==> src/rtl/nibble_serial_adder_ctrl.sv <==
// Serial WIDTH-bit adder: one 4-bit carry-skip slice stepped across the operands,
// one nibble per clock, with valid/ready handshakes on both the operand and result sides.
module nibble_serial_adder_ctrl #(
  parameter int WIDTH = 32
) (
  input  logic             clk,
  input  logic             rst_n,
  input  logic             in_valid,
  output logic             in_ready,
  input  logic [WIDTH-1:0] a,
  input  logic [WIDTH-1:0] b,
  input  logic             cin,
  output logic             out_valid,
  input  logic             out_ready,
  output logic [WIDTH-1:0] sum,
  output logic             cout,
  output logic             ovf,
  output logic             busy
);
  localparam int N  = WIDTH / 4;
  localparam int IW = (N > 1) ? $clog2(N) : 1;
  localparam logic [IW-1:0] LAST = IW'(N - 1);

  typedef enum logic [1:0] {IDLE, RUN, DONE} state_t;

  state_t           state_q, state_d;
  logic [WIDTH-1:0] a_q, b_q, sum_q;
  logic             carry_q, cout_q, ovf_q;
  logic [IW-1:0]    idx_q;

  logic [3:0] a_nib [N];
  logic [3:0] b_nib [N];

  genvar gi;
  generate
    for (gi = 0; gi < N; gi++) begin : g_nib
      assign a_nib[gi] = a_q[4*gi +: 4];
      assign b_nib[gi] = b_q[4*gi +: 4];
    end
  endgenerate

  logic [3:0] slice_a, slice_b, slice_p, slice_g, slice_sum;
  logic       c1, c2, c3, c4, slice_cout;
  logic       last_step;

  always_comb begin
    slice_a    = a_nib[idx_q];
    slice_b    = b_nib[idx_q];
    slice_p    = slice_a ^ slice_b;
    slice_g    = slice_a & slice_b;
    c1         = slice_g[0] | (slice_p[0] & carry_q);
    c2         = slice_g[1] | (slice_p[1] & c1);
    c3         = slice_g[2] | (slice_p[2] & c2);
    c4         = slice_g[3] | (slice_p[3] & c3);
    slice_sum  = slice_p ^ {c3, c2, c1, carry_q};
    // All-propagate nibble: the carry-in skips straight to the carry-out.
    slice_cout = (&slice_p) ? carry_q : c4;
    last_step  = (idx_q == LAST);
  end

  always_ff @(posedge clk) begin
    if (!rst_n) begin
      state_q <= IDLE;
    end else begin
      state_q <= state_d;
    end
  end

  always_comb begin
    state_d = state_q;
    case (state_q)
      IDLE:    if (in_valid)  state_d = RUN;
      RUN:     if (last_step) state_d = DONE;
      DONE:    if (out_ready) state_d = IDLE;
      default: state_d = IDLE;
    endcase
  end

  always_comb begin
    in_ready  = 1'b0;
    out_valid = 1'b0;
    busy      = 1'b0;
    case (state_q)
      IDLE:    in_ready  = 1'b1;
      RUN:     busy      = 1'b1;
      DONE: begin
        out_valid = 1'b1;
        busy      = 1'b1;
      end
      default: in_ready  = 1'b0;
    endcase
  end

  always_ff @(posedge clk) begin
    if (!rst_n) begin
      a_q     <= '0;
      b_q     <= '0;
      sum_q   <= '0;
      carry_q <= 1'b0;
      cout_q  <= 1'b0;
      ovf_q   <= 1'b0;
      idx_q   <= '0;
    end else begin
      case (state_q)
        IDLE: begin
          if (in_valid) begin
            a_q     <= a;
            b_q     <= b;
            carry_q <= cin;
            sum_q   <= '0;
            cout_q  <= 1'b0;
            ovf_q   <= 1'b0;
            idx_q   <= '0;
          end
        end
        RUN: begin
          sum_q[4*idx_q +: 4] <= slice_sum;
          carry_q             <= slice_cout;
          if (last_step) begin
            cout_q <= slice_cout;
            ovf_q  <= c3 ^ slice_cout;
          end else begin
            idx_q <= idx_q + IW'(1);
          end
        end
        default: begin
        end
      endcase
    end
  end

  assign sum  = sum_q;
  assign cout = cout_q;
  assign ovf  = ovf_q;

endmodule
==> config.mk <==
export PLATFORM = sky130hd
export DESIGN_NAME = nibble_serial_adder_ctrl
export DESIGN_NICKNAME = d
export VERILOG_FILES = /design/src/rtl/nibble_serial_adder_ctrl.sv
export SDC_FILE = /design/constraint.sdc
export NUM_CORES = 1
export LEC_CHECK = 0
export ABC_AREA = 1
export CAP_MARGIN = 20
export CORE_MARGIN = 2
export CORE_UTILIZATION = 55
export CTS_CLUSTER_DIAMETER = 60
export DETAILED_ROUTE_END_ITERATION = 10
export PLACE_DENSITY = 0.85
export SLEW_MARGIN = 15
export SYNTH_ARGS = -nofsm -noshare
export SYNTH_HDL_FRONTEND = slang
export SYNTH_SLANG_ARGS = --single-unit
==> constraint.sdc <==
create_clock -name clk -period 8 [get_ports clk]
set_input_delay 1.2 -clock clk [delete_from_list [all_inputs] [get_ports clk]]
set_output_delay 1.2 -clock clk [all_outputs]
set_load 0.1 [all_outputs]
### Yosys cells after proc, flatten, opt, wreduce, memory -nomap -nowiden

Cells that the tools add are included.

| word-level totals | value |
|---|---|
| register bits after elaboration | 104 |
| bits of input ports | 69 |
| output and inout port bits | 37 |
| word-level logic and storage cells | 69 |

| operators by class | value |
|---|---|
| $add $sub $neg | 2 |
| magnitude comparators | 1 |
| equal/unequal tests | 7 |
| shift-type cells | 2 |
| mux-type cells | 27 |
| bitwise gates (word level) | 13 |
| reductions and logical operators | 9 |

Operator list:

| operator | count |
|---|---|
| one-hot mux 32 bit (2 select lines) | 1 |
| negation 5 -> 34 bit | 1 |
| variable shift 4 x 34 -> 32 bit (first input constant) | 1 |
| variable part select 4 x 34 -> 32 bit | 1 |
| bitwise mux 32 bit | 1 |
| 2-to-1 mux 32 bit | 1 |
| binary-select mux 4 bit (select 3 bit) | 2 |
| 2-to-1 mux 4 bit | 4 |
| AND reduction 3 bit | 3 |
| 2-to-1 mux 1 bit | 8 |
| != test 2 bit (second input constant) | 4 |
| bitwise XOR 4 bit | 2 |
| 2-to-1 mux 2 bit | 3 |
| 2-to-1 mux 3 bit | 2 |
| one-hot mux 1 bit (2 select lines) | 3 |
| one-hot mux 2 bit (3 select lines) | 1 |
| one-hot mux 3 bit (2 select lines) | 1 |
| AND 1 bit | 4 |
| AND 4 bit | 1 |
| greater-or-equal comparator 4 bit (second input constant) | 1 |
| NOT 3 -> 4 bit | 1 |
| bitwise OR 1 bit | 4 |
| AND reduction 2 bit | 2 |
| AND reduction 4 bit | 1 |
| other kinds (8) | 8 |

### Depth between registers and ports, before layout

| logic depth | value |
|---|---|
| word-level depth | 17 |
| mapped depth | 19 |
| gate-level depth less buffers | 17 |

### Worst setup path after synthesis

OpenSTA, ideal clock, no wires.

| timing path | value |
|---|---|
| path type | register -> register |
| start | register idx_q[0] |
| end | register sum_q[7], in the netlist sum[7] |
| arrival time | 3090 ps |
| slack | 4794 ps |
| stages on the path, launching flop included | 20 |
| buffers on the path | 2 |
| clock period less this slack | 3206 ps |
| path through | dfxtp_1 > buf_4 > inv_2 > clkbuf_1 > nor2_1 > o22ai_1 > nand2_1 > o211ai_1 > fa_1 > inv_1 > fa_1 > fa_1 > inv_1 > fa_1 > nand2_1 > nor2_1 > nand2_1 > nand2_1 > nand2_1 > nor2_1 |

| between the ends | value |
|---|---|
| cells in the longest elaborated chain, start to end | 15 |

RTL lines:

| item | RTL line | source |
|---|---|---|
| from (decl) | 29 | `logic [IW-1:0] idx_q;` |
| from (signal assigned) | 123 | `idx_q <= idx_q + IW'(1);` |
| NOT 3 -> 4 bit (not written as such) | 47, 48 |  |
| binary-select mux 4 bit (select 3 bit) (on tied branches) | 47, 48 |  |
| 2-to-1 mux 4 bit (on tied branches) (2 in a row) | 47, 48 |  |
| bitwise XOR 4 bit | 49 | `slice_p = slice_a ^ slice_b;` |
| AND 1 bit | 51 | `c1 = slice_g[0] \| (slice_p[0] & carry_q);` |
| bitwise OR 1 bit | 51 |  |
| AND 1 bit | 52 | `c2 = slice_g[1] \| (slice_p[1] & c1);` |
| bitwise OR 1 bit | 52 |  |
| AND 1 bit | 53 | `c3 = slice_g[2] \| (slice_p[2] & c2);` |
| bitwise OR 1 bit | 53 |  |
| bitwise XOR 4 bit | 55 | `slice_sum = slice_p ^ {c3, c2, c1, carry_q};` |
| variable part select 4 x 34 -> 32 bit | 117 | `sum_q[4*idx_q +: 4] <= slice_sum;` |
| bitwise mux 32 bit (*) | 117 |  |
| one-hot mux 32 bit (2 select lines) (*) | 104 | `case (state_q)` |
| to (signal, indexed assignment) | 117 |  |
| to (decl) | 27 | `logic [WIDTH-1:0] a_q, b_q, sum_q;` |

Every way passes the cells marked *; elsewhere a longest branch is shown, timed or not. The select of a mux whose other input is x is not followed.
A chain may end at the register's enable or synchronous reset.

### Final worst setup path

| timing path | value |
|---|---|
| start | register idx_q[1] |
| end | register sum_q[7], in the netlist sum[7] |

Same word-level chain as after synthesis.

==> results.tsv <==
stage	metric	value	unit
final_layout	Layout area overhead	25.0	%
timing	crit share post-route	47.8	%
final_layout	commonest cells after routing, fill and taps aside	229 x nor2_1, 114 x nand2_1, 107 x o21ai_0	
cts	Clock Path Buffers	2	
cts	TritonCTS clock tree	built	
final_layout	fin util	70.9	%
timing	skew final	0.00978	ns
final_layout	commonest non-fill, non-tap cell in the layout	nor2_1	
cts	Setup Fix Bufs, Post-CTS	0	
cts	# clock sinks	104	
timing	crit path time final	3.83	ns
placed_design	detailed-placement wirelength estimate	8.72	mm
pwr	Leakage	0.00252	uW
floorplan	Initial Utilization	56.7	%
yosys	synthesized area	0.00494	mm2
worst_setup_path	critical path fanouts, max	23	
floorplan	row count	34	
run	Max Cap Viol	0	
hold_path	hold crit path type	flip-flop to flip-flop	
drt	drt first pass iters	5	
drt	WL per Instance	13.0	um
worst_setup_path	CP Cell Sequence	inv_2, nor3_1, o21ai_0, o211ai_1, fa_1, inv_1, fa_1, fa_1, inv_1, fa_1, nand2_1, nor2_1, nand2_1, nand2_1, nand2_1, nor2_1	
cts	post_cts resized	0	
floorplan	Die X	98.8	um
yosys	YS warnings	0	
yosys	Synth Instances	729	
global_route	vias in the first global route	4549	
global_route	gr usage total	24.7	%
yosys	Syn Nets	816	
cts	Num CTS Buffers	9	
worst_setup_path	kind of critical path	flip-flop to flip-flop	
worst_setup_path	Worst setup EP type	flip-flop	
final_layout	layout cells sized above 1	3.82	%
timing	unrepaired setup endpoints after global routing	false	
yosys	post-synthesis register bit count	104	
timing	Setup TNS	0	ns
placed_design	Post-Place Cells	904	
floorplan	Die ar.	0.00976	mm2
drt	final WL	11.9	mm
floorplan	CORE AREA	0.00872	mm2
worst_setup_path	Largest stage delay, worst path	0.83	ns
drt	ANT nets after route	0	
cts	hold_buf cts	0	
yosys	dominant cell type by area after synthesis	dfxtp_1	
drt	routed vias	4843	
worst_setup_path	Worst Setup Start Kind	flip-flop	
global_route	GRT overflow	0	
cts	CTS clock-pin slew for the worst setup and hold paths	0.10	ns
yosys	mean post-synth cell area	6.78	um2
global_route	largest net degree at the start of global routing	91	
drt	DR DRC count	0	
yosys	ranking of synthesized cells by area	dfxtp_1 42%, nor2_1 17%, o21ai_0 11%	
timing	worst hold margin	0.470	ns
timing	fin. max-slew vios	0	
timing	worst-margin pin slew	1.07	ns
final_layout	final cell count without fillers	920	
final_layout	Final nets	894	
final_layout	ant diodes	0	
floorplan	die height	98.8	um
cts	clk_lat worst skew	0.36	ns
outcome	status	completed	
global_route	first-pass GRT wire length	19.9	mm
timing	Hold Fails Final Rpt	0	
final_layout	fillers	730	
placed_design	global placer's final weighted congestion	0.897	
timing	Peak Freq	261	MHz
drt	Detailed Route Iter0 Violations	242	
worst_setup_path	Worst Path Arrival	4.10	ns
timing	Slew headroom	28.6	%
floorplan	Top-Level Pins	106	
cts	Clock Tree Root	clkbuf_8	
yosys	post-synthesis sequential area ratio	42.1	%
timing	final setup fails	0	
global_route	initial antenna violation count	0	
yosys	Synth top area share	42.1	%
worst_setup_path	CP required	8.27	ns
pwr	PD cells	411	mW/mm2
yosys	library cells used by synthesis	29	
placed_design	I/O Buffers	105	
worst_setup_path	r2r setup slk	4.17	ns
pwr	VDD IR max	173	uV
worst_setup_path	slowest CP cell	dfxtp_1	
cts	H-Tree Depth	3	
drt	routed vias/inst	5.26	
kinds of logic after synthesis:
logic type | share of synthesized area [%]
compound gates | 16.5
flops | 42.1
simple gates | 29.7
fa+ha+maj | 5.16
buf+inv | 6.50
Yosys cell counts, drive strengths merged:
| cell | instances |
|---|---|
| nor2 | 231 |
| nand2 | 115 |
| o21ai | 110 |
| dfxtp | 104 |
| inv | 38 |
| a21oi | 24 |
| nand3 | 23 |
| clkbuf | 21 |
| buf | 20 |
| ha | 14 |
| o22ai | 13 |
| fa | 4 |
| nor3 | 4 |
| nand4 | 2 |
| a31oi | 1 |
| nand3b | 1 |
| o211ai | 1 |
| o21a | 1 |
| o21bai | 1 |
| or2 | 1 |
cell type report:
class / instances / area [um2] / share of cell area [%]
multi-input cells: 546 / 2540 / 41.1
flip-flops and latches: 104 / 2080 / 33.7
repair buffers: 108 / 1070 / 17.3
inverters: 38 / 143 / 2.31
well taps: 108 / 135 / 2.19
clock buffers: 11 / 131 / 2.13
clock inverters: 5 / 81.3 / 1.32
critical path: cells and delay by family (launching register included):
kind                       cells  cell delay (ns)
DFF                            1             0.83
and+or+nand+nor                7             0.68
adders and majority gates      4             1.48
AOI/OAI and AO/OA              2             0.29
buffers and inverters          3             0.46
sequential cells by signal, summed over array words and instances (netlist names):
register,count
b_q,32
idx_q,3
sum,32
ovf,1
state_q,2
cout,1
a_q,32
carry_q,1
metrics by stage:
step	instance area, um2	total power (uW)	setup slack, ns
2_1_floorplan	4940	1880	4.79
3_3_place_gp	5970	2150	4.35
3_5_place_dp	5970	2190	4.22
4_1_cts	6180	2540	4.24
5_1_grt	6180	2720	3.94
6_report	6180	2540	4.17
path summary, 6_finish.rpt:
path,to,startpoint,depth (start not counted)
setup reg to reg,sum[7]$_SDFFE_PN0P_,idx_q[1]$_SDFFE_PN0P_,16
setup / recovery,sum[7]$_SDFFE_PN0P_,idx_q[1]$_SDFFE_PN0P_,16
hold reg to reg,sum[25]$_SDFFE_PN0P_,sum[25]$_SDFFE_PN0P_,2
hold / removal,sum[25]$_SDFFE_PN0P_,sum[25]$_SDFFE_PN0P_,2
power breakdown:
| part | switching, uW | internal, uW | leakage [uW] | total (uW) |
|---|---|---|---|---|
| clock network | 173 | 177 | 0.000104 | 350 |
| logic | 1040 | 402 | 0.00156 | 1440 |
| registers | 82.8 | 663 | 0.000856 | 746 |
routing by layer:
metal	vias to the layer above	GRT usage (%)	share of wire, %
li1	2490	-	-
met1	2170	30.0	43
met2	155	44.2	50
met3	28	4.33	4.4
met4	0	8.11	2.5
met5	-	0	0
No activity file was read; power rests on OpenSTA's default activity.
